File: src/rtl/battlefield_pkg.sv
// Shared types and constants for the battlefield layer controller: player state,
// update FSM states and sprite/background geometry.
package battlefield_pkg;

  localparam int SPR_W = 32;
  localparam int SPR_H = 48;
  localparam int BG_W  = 320;
  localparam logic [3:0] TRANSP_IDX  = 4'd0;
  localparam logic [9:0] COMMIT_LINE = 10'd480;

  typedef struct packed {
    logic [9:0] x;
    logic [9:0] y;
    logic [2:0] frame;
    logic       flip;
    logic       en;
  } player_state_t;

  localparam player_state_t PLAYER_RST = '{x: 10'd0, y: 10'd0, frame: 3'd0, flip: 1'b0, en: 1'b0};

  typedef enum logic [0:0] {
    IDLE = 1'b0,
    PEND = 1'b1
  } upd_state_e;

  // Frames are stacked vertically; SPR_W is 32, so the column occupies the low 5 address bits.
  function automatic logic [13:0] spr_addr_calc(input logic [2:0] frame,
                                                input logic [5:0] row,
                                                input logic [4:0] col);
    logic [8:0] line_v;
    line_v = 9'(frame) * 9'(SPR_H) + 9'(row);
    return {line_v, col};
  endfunction

endpackage

File: src/rtl/sprite_hit_calc.sv
// Combinational hit test and sheet address for one player sprite at the current pixel.
module sprite_hit_calc
  import battlefield_pkg::*;
(
  input  player_state_t ps,
  input  logic [9:0]    draw_x,
  input  logic [9:0]    draw_y,
  output logic          hit,
  output logic [13:0]   addr
);

  logic       in_x_s;
  logic       in_y_s;
  logic [4:0] col_raw_s;
  logic [4:0] col_s;
  logic [5:0] row_s;

  // Bounds are compared in 11 bits so a sprite near X=1023 cannot wrap onto column 0.
  always_comb begin
    in_x_s    = ({1'b0, draw_x} >= {1'b0, ps.x}) &&
                ({1'b0, draw_x} <  ({1'b0, ps.x} + 11'(SPR_W)));
    in_y_s    = ({1'b0, draw_y} >= {1'b0, ps.y}) &&
                ({1'b0, draw_y} <  ({1'b0, ps.y} + 11'(SPR_H)));
    hit       = ps.en && in_x_s && in_y_s;
    col_raw_s = 5'(draw_x - ps.x);
    row_s     = 6'(draw_y - ps.y);
    if (ps.flip) begin
      col_s = 5'(SPR_W - 1) - col_raw_s;
    end else begin
      col_s = col_raw_s;
    end
    addr = spr_addr_calc(ps.frame, row_s, col_s);
  end

endmodule

File: src/rtl/battlefield_layer_ctrl.sv
// Per-pixel sprite/background scheduler: shares one sprite ROM between two players,
// composites over the 2x-stretched background and commits player updates at frame boundaries.
module battlefield_layer_ctrl
  import battlefield_pkg::*;
(
  input  logic        vga_clk,
  input  logic        Reset,
  input  logic [9:0]  DrawX,
  input  logic [9:0]  DrawY,
  input  logic        blank,
  input  logic        upd_valid,
  output logic        upd_ready,
  input  logic [9:0]  p1_x,
  input  logic [9:0]  p1_y,
  input  logic [9:0]  p2_x,
  input  logic [9:0]  p2_y,
  input  logic [2:0]  p1_frame,
  input  logic [2:0]  p2_frame,
  input  logic        p1_flip,
  input  logic        p2_flip,
  input  logic        p1_en,
  input  logic        p2_en,
  input  logic        p2_on_top,
  output logic [16:0] bg_addr,
  output logic [13:0] spr_addr,
  input  logic [3:0]  bg_q,
  input  logic [3:0]  spr_q,
  output logic [3:0]  pix_index,
  output logic        pix_layer,
  output logic        pix_valid,
  output logic        frame_tick
);

  upd_state_e    state_r, state_nxt_s;
  player_state_t pend_p1_r, pend_p2_r, act_p1_r, act_p2_r;
  player_state_t in_p1_s, in_p2_s;
  logic          pend_prio_r, act_prio_r;
  logic          commit_s, accept_s, copy_s;
  logic          p1_hit_s, p2_hit_s, sel_any_s, sel_p2_s;
  logic [13:0]   p1_addr_s, p2_addr_s;
  logic [3:0]    comp_index_s;
  logic          comp_layer_s;
  logic [3:0]    pix_index_r;
  logic          pix_layer_r, pix_valid_r, frame_tick_r;

  assign in_p1_s = '{x: p1_x, y: p1_y, frame: p1_frame, flip: p1_flip, en: p1_en};
  assign in_p2_s = '{x: p2_x, y: p2_y, frame: p2_frame, flip: p2_flip, en: p2_en};

  assign commit_s  = (DrawY == COMMIT_LINE) && (DrawX == 10'd0);
  assign bg_addr   = 17'(DrawX[9:1]) + 17'(DrawY[9:1]) * 17'(BG_W);
  assign upd_ready = (state_r == IDLE);

  sprite_hit_calc u_hit_p1 (.ps(act_p1_r), .draw_x(DrawX), .draw_y(DrawY), .hit(p1_hit_s), .addr(p1_addr_s));
  sprite_hit_calc u_hit_p2 (.ps(act_p2_r), .draw_x(DrawX), .draw_y(DrawY), .hit(p2_hit_s), .addr(p2_addr_s));

  // Update FSM next state: accept in IDLE, commit pending state at the commit point in PEND.
  always_comb begin
    state_nxt_s = state_r;
    accept_s    = 1'b0;
    copy_s      = 1'b0;
    case (state_r)
      IDLE: begin
        if (upd_valid) begin
          accept_s    = 1'b1;
          state_nxt_s = PEND;
        end else begin
          state_nxt_s = IDLE;
        end
      end
      PEND: begin
        if (commit_s) begin
          copy_s      = 1'b1;
          state_nxt_s = IDLE;
        end else begin
          state_nxt_s = PEND;
        end
      end
      default: state_nxt_s = IDLE;
    endcase
  end

  // Sprite selection and compositing; the lower-priority player is never fetched under the top one.
  always_comb begin
    sel_any_s = p1_hit_s || p2_hit_s;
    sel_p2_s  = p2_hit_s && (act_prio_r || !p1_hit_s);
    if (sel_p2_s) begin
      spr_addr = p2_addr_s;
    end else if (sel_any_s) begin
      spr_addr = p1_addr_s;
    end else begin
      spr_addr = 14'd0;
    end
    if (sel_any_s && (spr_q != TRANSP_IDX)) begin
      comp_index_s = spr_q;
      comp_layer_s = 1'b1;
    end else begin
      comp_index_s = bg_q;
      comp_layer_s = 1'b0;
    end
  end

  // FSM state plus pending/active player registers.
  always_ff @(posedge vga_clk) begin
    if (Reset) begin
      state_r     <= IDLE;
      pend_p1_r   <= PLAYER_RST;
      pend_p2_r   <= PLAYER_RST;
      pend_prio_r <= 1'b0;
      act_p1_r    <= PLAYER_RST;
      act_p2_r    <= PLAYER_RST;
      act_prio_r  <= 1'b0;
    end else begin
      state_r <= state_nxt_s;
      if (accept_s) begin
        pend_p1_r   <= in_p1_s;
        pend_p2_r   <= in_p2_s;
        pend_prio_r <= p2_on_top;
      end
      if (copy_s) begin
        act_p1_r   <= pend_p1_r;
        act_p2_r   <= pend_p2_r;
        act_prio_r <= pend_prio_r;
      end
    end
  end

  // Pixel output register; lags DrawX/DrawY by one cycle.
  always_ff @(posedge vga_clk) begin
    if (Reset) begin
      pix_index_r  <= 4'd0;
      pix_layer_r  <= 1'b0;
      pix_valid_r  <= 1'b0;
      frame_tick_r <= 1'b0;
    end else begin
      pix_index_r  <= comp_index_s;
      pix_layer_r  <= comp_layer_s;
      pix_valid_r  <= blank;
      frame_tick_r <= commit_s;
    end
  end

  assign pix_index  = pix_index_r;
  assign pix_layer  = pix_layer_r;
  assign pix_valid  = pix_valid_r;
  assign frame_tick = frame_tick_r;

endmodule

File: config.mk
export PLATFORM = sky130hd
export DESIGN_NAME = battlefield_layer_ctrl
export DESIGN_NICKNAME = d
export VERILOG_FILES = /design/src/rtl/battlefield_pkg.sv /design/src/rtl/sprite_hit_calc.sv /design/src/rtl/battlefield_layer_ctrl.sv
export SDC_FILE = /design/constraint.sdc
export NUM_CORES = 1
export LEC_CHECK = 0
export ABC_CLOCK_PERIOD_IN_PS = 3800
export CAP_MARGIN = 30
export CORE_MARGIN = 2
export CORE_UTILIZATION = 33
export DETAILED_ROUTE_END_ITERATION = 6
export PLACE_DENSITY = 0.57
export SLEW_MARGIN = 10
export SYNTH_ARGS = -nofsm -noshare
export SYNTH_HDL_FRONTEND = slang
export SYNTH_SLANG_ARGS = --single-unit
File: constraint.sdc
create_clock -name vga_clk -period 3.8 [get_ports vga_clk]
set_input_delay 0.76 -clock vga_clk [delete_from_list [all_inputs] [get_ports vga_clk]]
set_output_delay 0.76 -clock vga_clk [all_outputs]
set_load 0.1 [all_outputs]
==> results.json <==
{
  "run_status": "finished, violations left",
  "violations": "setup timing",
  "grt_max_degree": 55,
  "synthArstFlopShare": 0,
  "cp_max_fo": 2,
  "reg2reg_depth": 14,
  "setup_viol_count_final": 10,
  "num_rows": 54,
  "max_freq_mhz": 257.3,
  "grt_usage": 0.1880,
  "crit_start": "DrawY[0]",
  "pwr-share-clk": 0.306,
  "drc": 0,
  "clock_skew_ps": 10.46,
  "seq_area_frac_synth": 0.3058,
  "place_ws_ps": -689.7,
  "power.total_uw": 3305,
  "vias": 6775,
  "switching_share": 0.3294,
  "p_int_uw": 2216,
  "pwr_density_cell_mw_per_mm2": 299.7,
  "synth-main-ff-cell": "dfxtp_1",
  "cts.path.max_buffers": 2,
  "place_area_mm2": 0.009952,
  "maxSlewHeadroom": 0.3379,
  "ys_seq_elements": 110,
  "period_needed_ps": 3887,
  "drt_first_iter_violations": 376,
  "worstReg2RegEnd": "pix_index[3]",
  "area_growth_pct": 53.09,
  "io_pins": 122,
  "worst_hold_path.num_cells": 2,
  "holdPathEnd": "act_p2_r[17]",
  "die_x_um": 151.7,
  "gp_congestion": 0.8761,
  "fin_area_mm2": 0.01103,
  "rsz0062_at_grt": "true",
  "drive_above_1_share": 0.2742,
  "port_buffers": 121,
  "synth_cell_types": 50,
  "required_ps": 3040,
  "dieHeight_um": 151.7,
  "grt_pass1_vias": 6505,
  "ys_warn_count": 0,
  "wl_per_cell_um": 15.28,
  "yosys.area.top_type_share": 0.3058,
  "cp.arrival_ps": 3130,
  "rrSetupSlack_ps": 1060,
  "startpoint_type": "input port",
  "drtAntennaViolNets": 0,
  "cts_sinks": 110,
  "cts_buffers": 9,
  "path_class": "input port to output pin",
  "cts_tree": "yes",
  "final.setup.tns_ps": -507.4,
  "grt_remaining_overflow": 0,
  "p_sw_uw": 1089,
  "first_pass_iters": 4,
  "worst_slack_ps": -86.97,
  "nFillCells": 2073,
  "min-delay-start": "pend_p2_r[17]",
  "clkLatencyLatePin_ps": 360,
  "cap_viol_max_count": 0,
  "p_seq_frac": 0.364,
  "comb_power_share": 0.330,
  "finalHoldViolations": 0,
  "layout_worst_path_cycle_share": 1.023,
  "hpwlAfterDp_um": 16070,
  "synth_area_mm2": 0.007202,
  "synth_edf_count": 0,
  "peakVddDrop_uv": 221.4,
  "cts_root_buf": "clkbuf_16",
  "post_synth.cell_area_avg_um2": 7.888,
  "avgViaCountPerCell": 4.815,
  "yosys-top-cells-area": "dfxtp_1 31%, ha_1 16%, nand2_1 11%",
  "final_max_slew_viol_count": 0,
  "routed_wl_um": 21490,
  "syn_inst": 913,
  "leakagePower_uw": 0.004143,
  "clkTransAtPathRegs_ps": 70,
  "nets": 1308,
  "reg2reg_from": "act_p2_r[9]",
  "synthTopCellsByCount": "220 x nand2_1, 138 x a21oi_1, 110 x dfxtp_1",
  "holdWs_ps": 449.6,
  "synth_nets": 1099,
  "holdCritPathClass": "flip-flop to flip-flop",
  "yosys.area.top_type": "dfxtp_1",
  "ctsHtreeMaxLevel": 3,
  "worstMarginPinSlew_ps": 990.0,
  "initial_core_util": 0.3331,
  "postCtsHoldBufs": 0,
  "antenna_found_initial": 0,
  "diodes": 0,
  "yosysMostFrequentCell": "nand2_1",
  "end_kind": "output pin",
  "die_area_mm2": 0.02302,
  "coreArea_mm2": 0.02162,
  "grt_pass1_wl_um": 33610
}
-- critical path, cell delays in order --
cell      delay [ps]
buf_8             80
inv_4             30
ha_4             150
fa_2             360
inv_2             60
a21o_1           110
a21oi_2           50
xnor2_1          160
ha_2             210
inv_2             40
fa_2             340
nand3b_1         210
xnor2_2          180
o22ai_4          170
buf_12           190
-- power by group through the flow --
stage	Sequential (uW)	Clock, uW	Combinational, uW
finish	1200	1010	1090
global route	1210	1080	1160
CTS	1200	1030	1070
detailed placement	1230	0	1020
global placement	1230	0	1020
floorplan	1250	0	587
-- per-layer routing --
metal,up-vias,share of wire,track usage
met5,-,0,0
met3,21,0.057,0.02964
met4,0,0.019,0.05741
li1,3488,-,-
met1,3116,0.49,0.2692
met2,150,0.43,0.2899
-- per-stage QoR --
| step | utilization | instances |
|---|---|---|
| after floorplan | - | 913 |
| after global placement | 0.4603 | 1375 |
| after detailed placement | 0.4603 | 1375 |
| after CTS | 0.5035 | 1406 |
| after global routing | 0.5100 | 1407 |
| final | 0.5100 | 1407 |
-- timing repair --
item,4_1_cts,5_1_grt
resized for setup,146,47
buffers inserted,13,1
gates cloned,2,0
setup endpoints to repair,20,17
pin swaps,53,38
-- cell type report --
| class | count | area [um^2] | share of cell area |
|---|---|---|---|
| flip-flops and latches | 110 | 2212 | 0.2006 |
| inverters | 67 | 266.5 | 0.02417 |
| clock buffers | 11 | 252.7 | 0.02292 |
| clock inverters | 5 | 63.81 | 0.005788 |
| multi-input cells | 693 | 5477 | 0.4967 |
| well taps | 280 | 350.3 | 0.03177 |
| repair buffers | 241 | 2404 | 0.2180 |
-- layout by cell type (no fill, tap or decap), types with 6 or more instances in the layout --
cell,instances
xnor2_1,32
inv_1,56
xor2_1,13
nand2_1,217
ha_1,62
nand4_1,6
nor2_1,13
ha_4,29
buf_12,27
a21oi_2,10
buf_6,15
o21ai_0,10
clkdlybuf4s50_1,69
fa_2,7
nand3_1,12
dfxtp_1,104
inv_2,9
xnor2_2,7
buf_4,113
o22ai_4,14
nand2b_1,14
dlygate4sd2_1,6
o21a_1,6
a21o_1,14
clkbuf_16,10
a21oi_1,128
-- sequential cells by signal (all words and copies together), names as in the netlist --
| register | cells |
|---|---|
| state_r | 1 |
| frame_tick | 1 |
| pix_layer | 1 |
| pix_valid | 1 |
| act_p2_r | 25 |
| act_prio_r | 1 |
| pix_index | 4 |
| pend_prio_r | 1 |
| pend_p2_r | 25 |
| pend_p1_r | 25 |
| act_p1_r | 25 |
-- cell families after synthesis --
logic type,Yosys count,share of synthesized area
AND/OR/NAND/NOR,305,0.1814
AO/OA/AOI/OAI,223,0.1857
buffers and inverters,111,0.06306
flip-flops,110,0.3058
adder cells (fa/ha/maj),103,0.1894
XOR/XNOR,58,0.07053
multiplexers,3,0.004170
-- worst max path at each step --
stage | end | depth (start not counted)
floorplan | bg_addr[16] | 9
global placement | spr_addr[13] | 15
detailed placement | spr_addr[13] | 15
CTS | spr_addr[13] | 15
global route | spr_addr[13] | 15
finish | spr_addr[13] | 15
(Power assumes the default switching activity.)
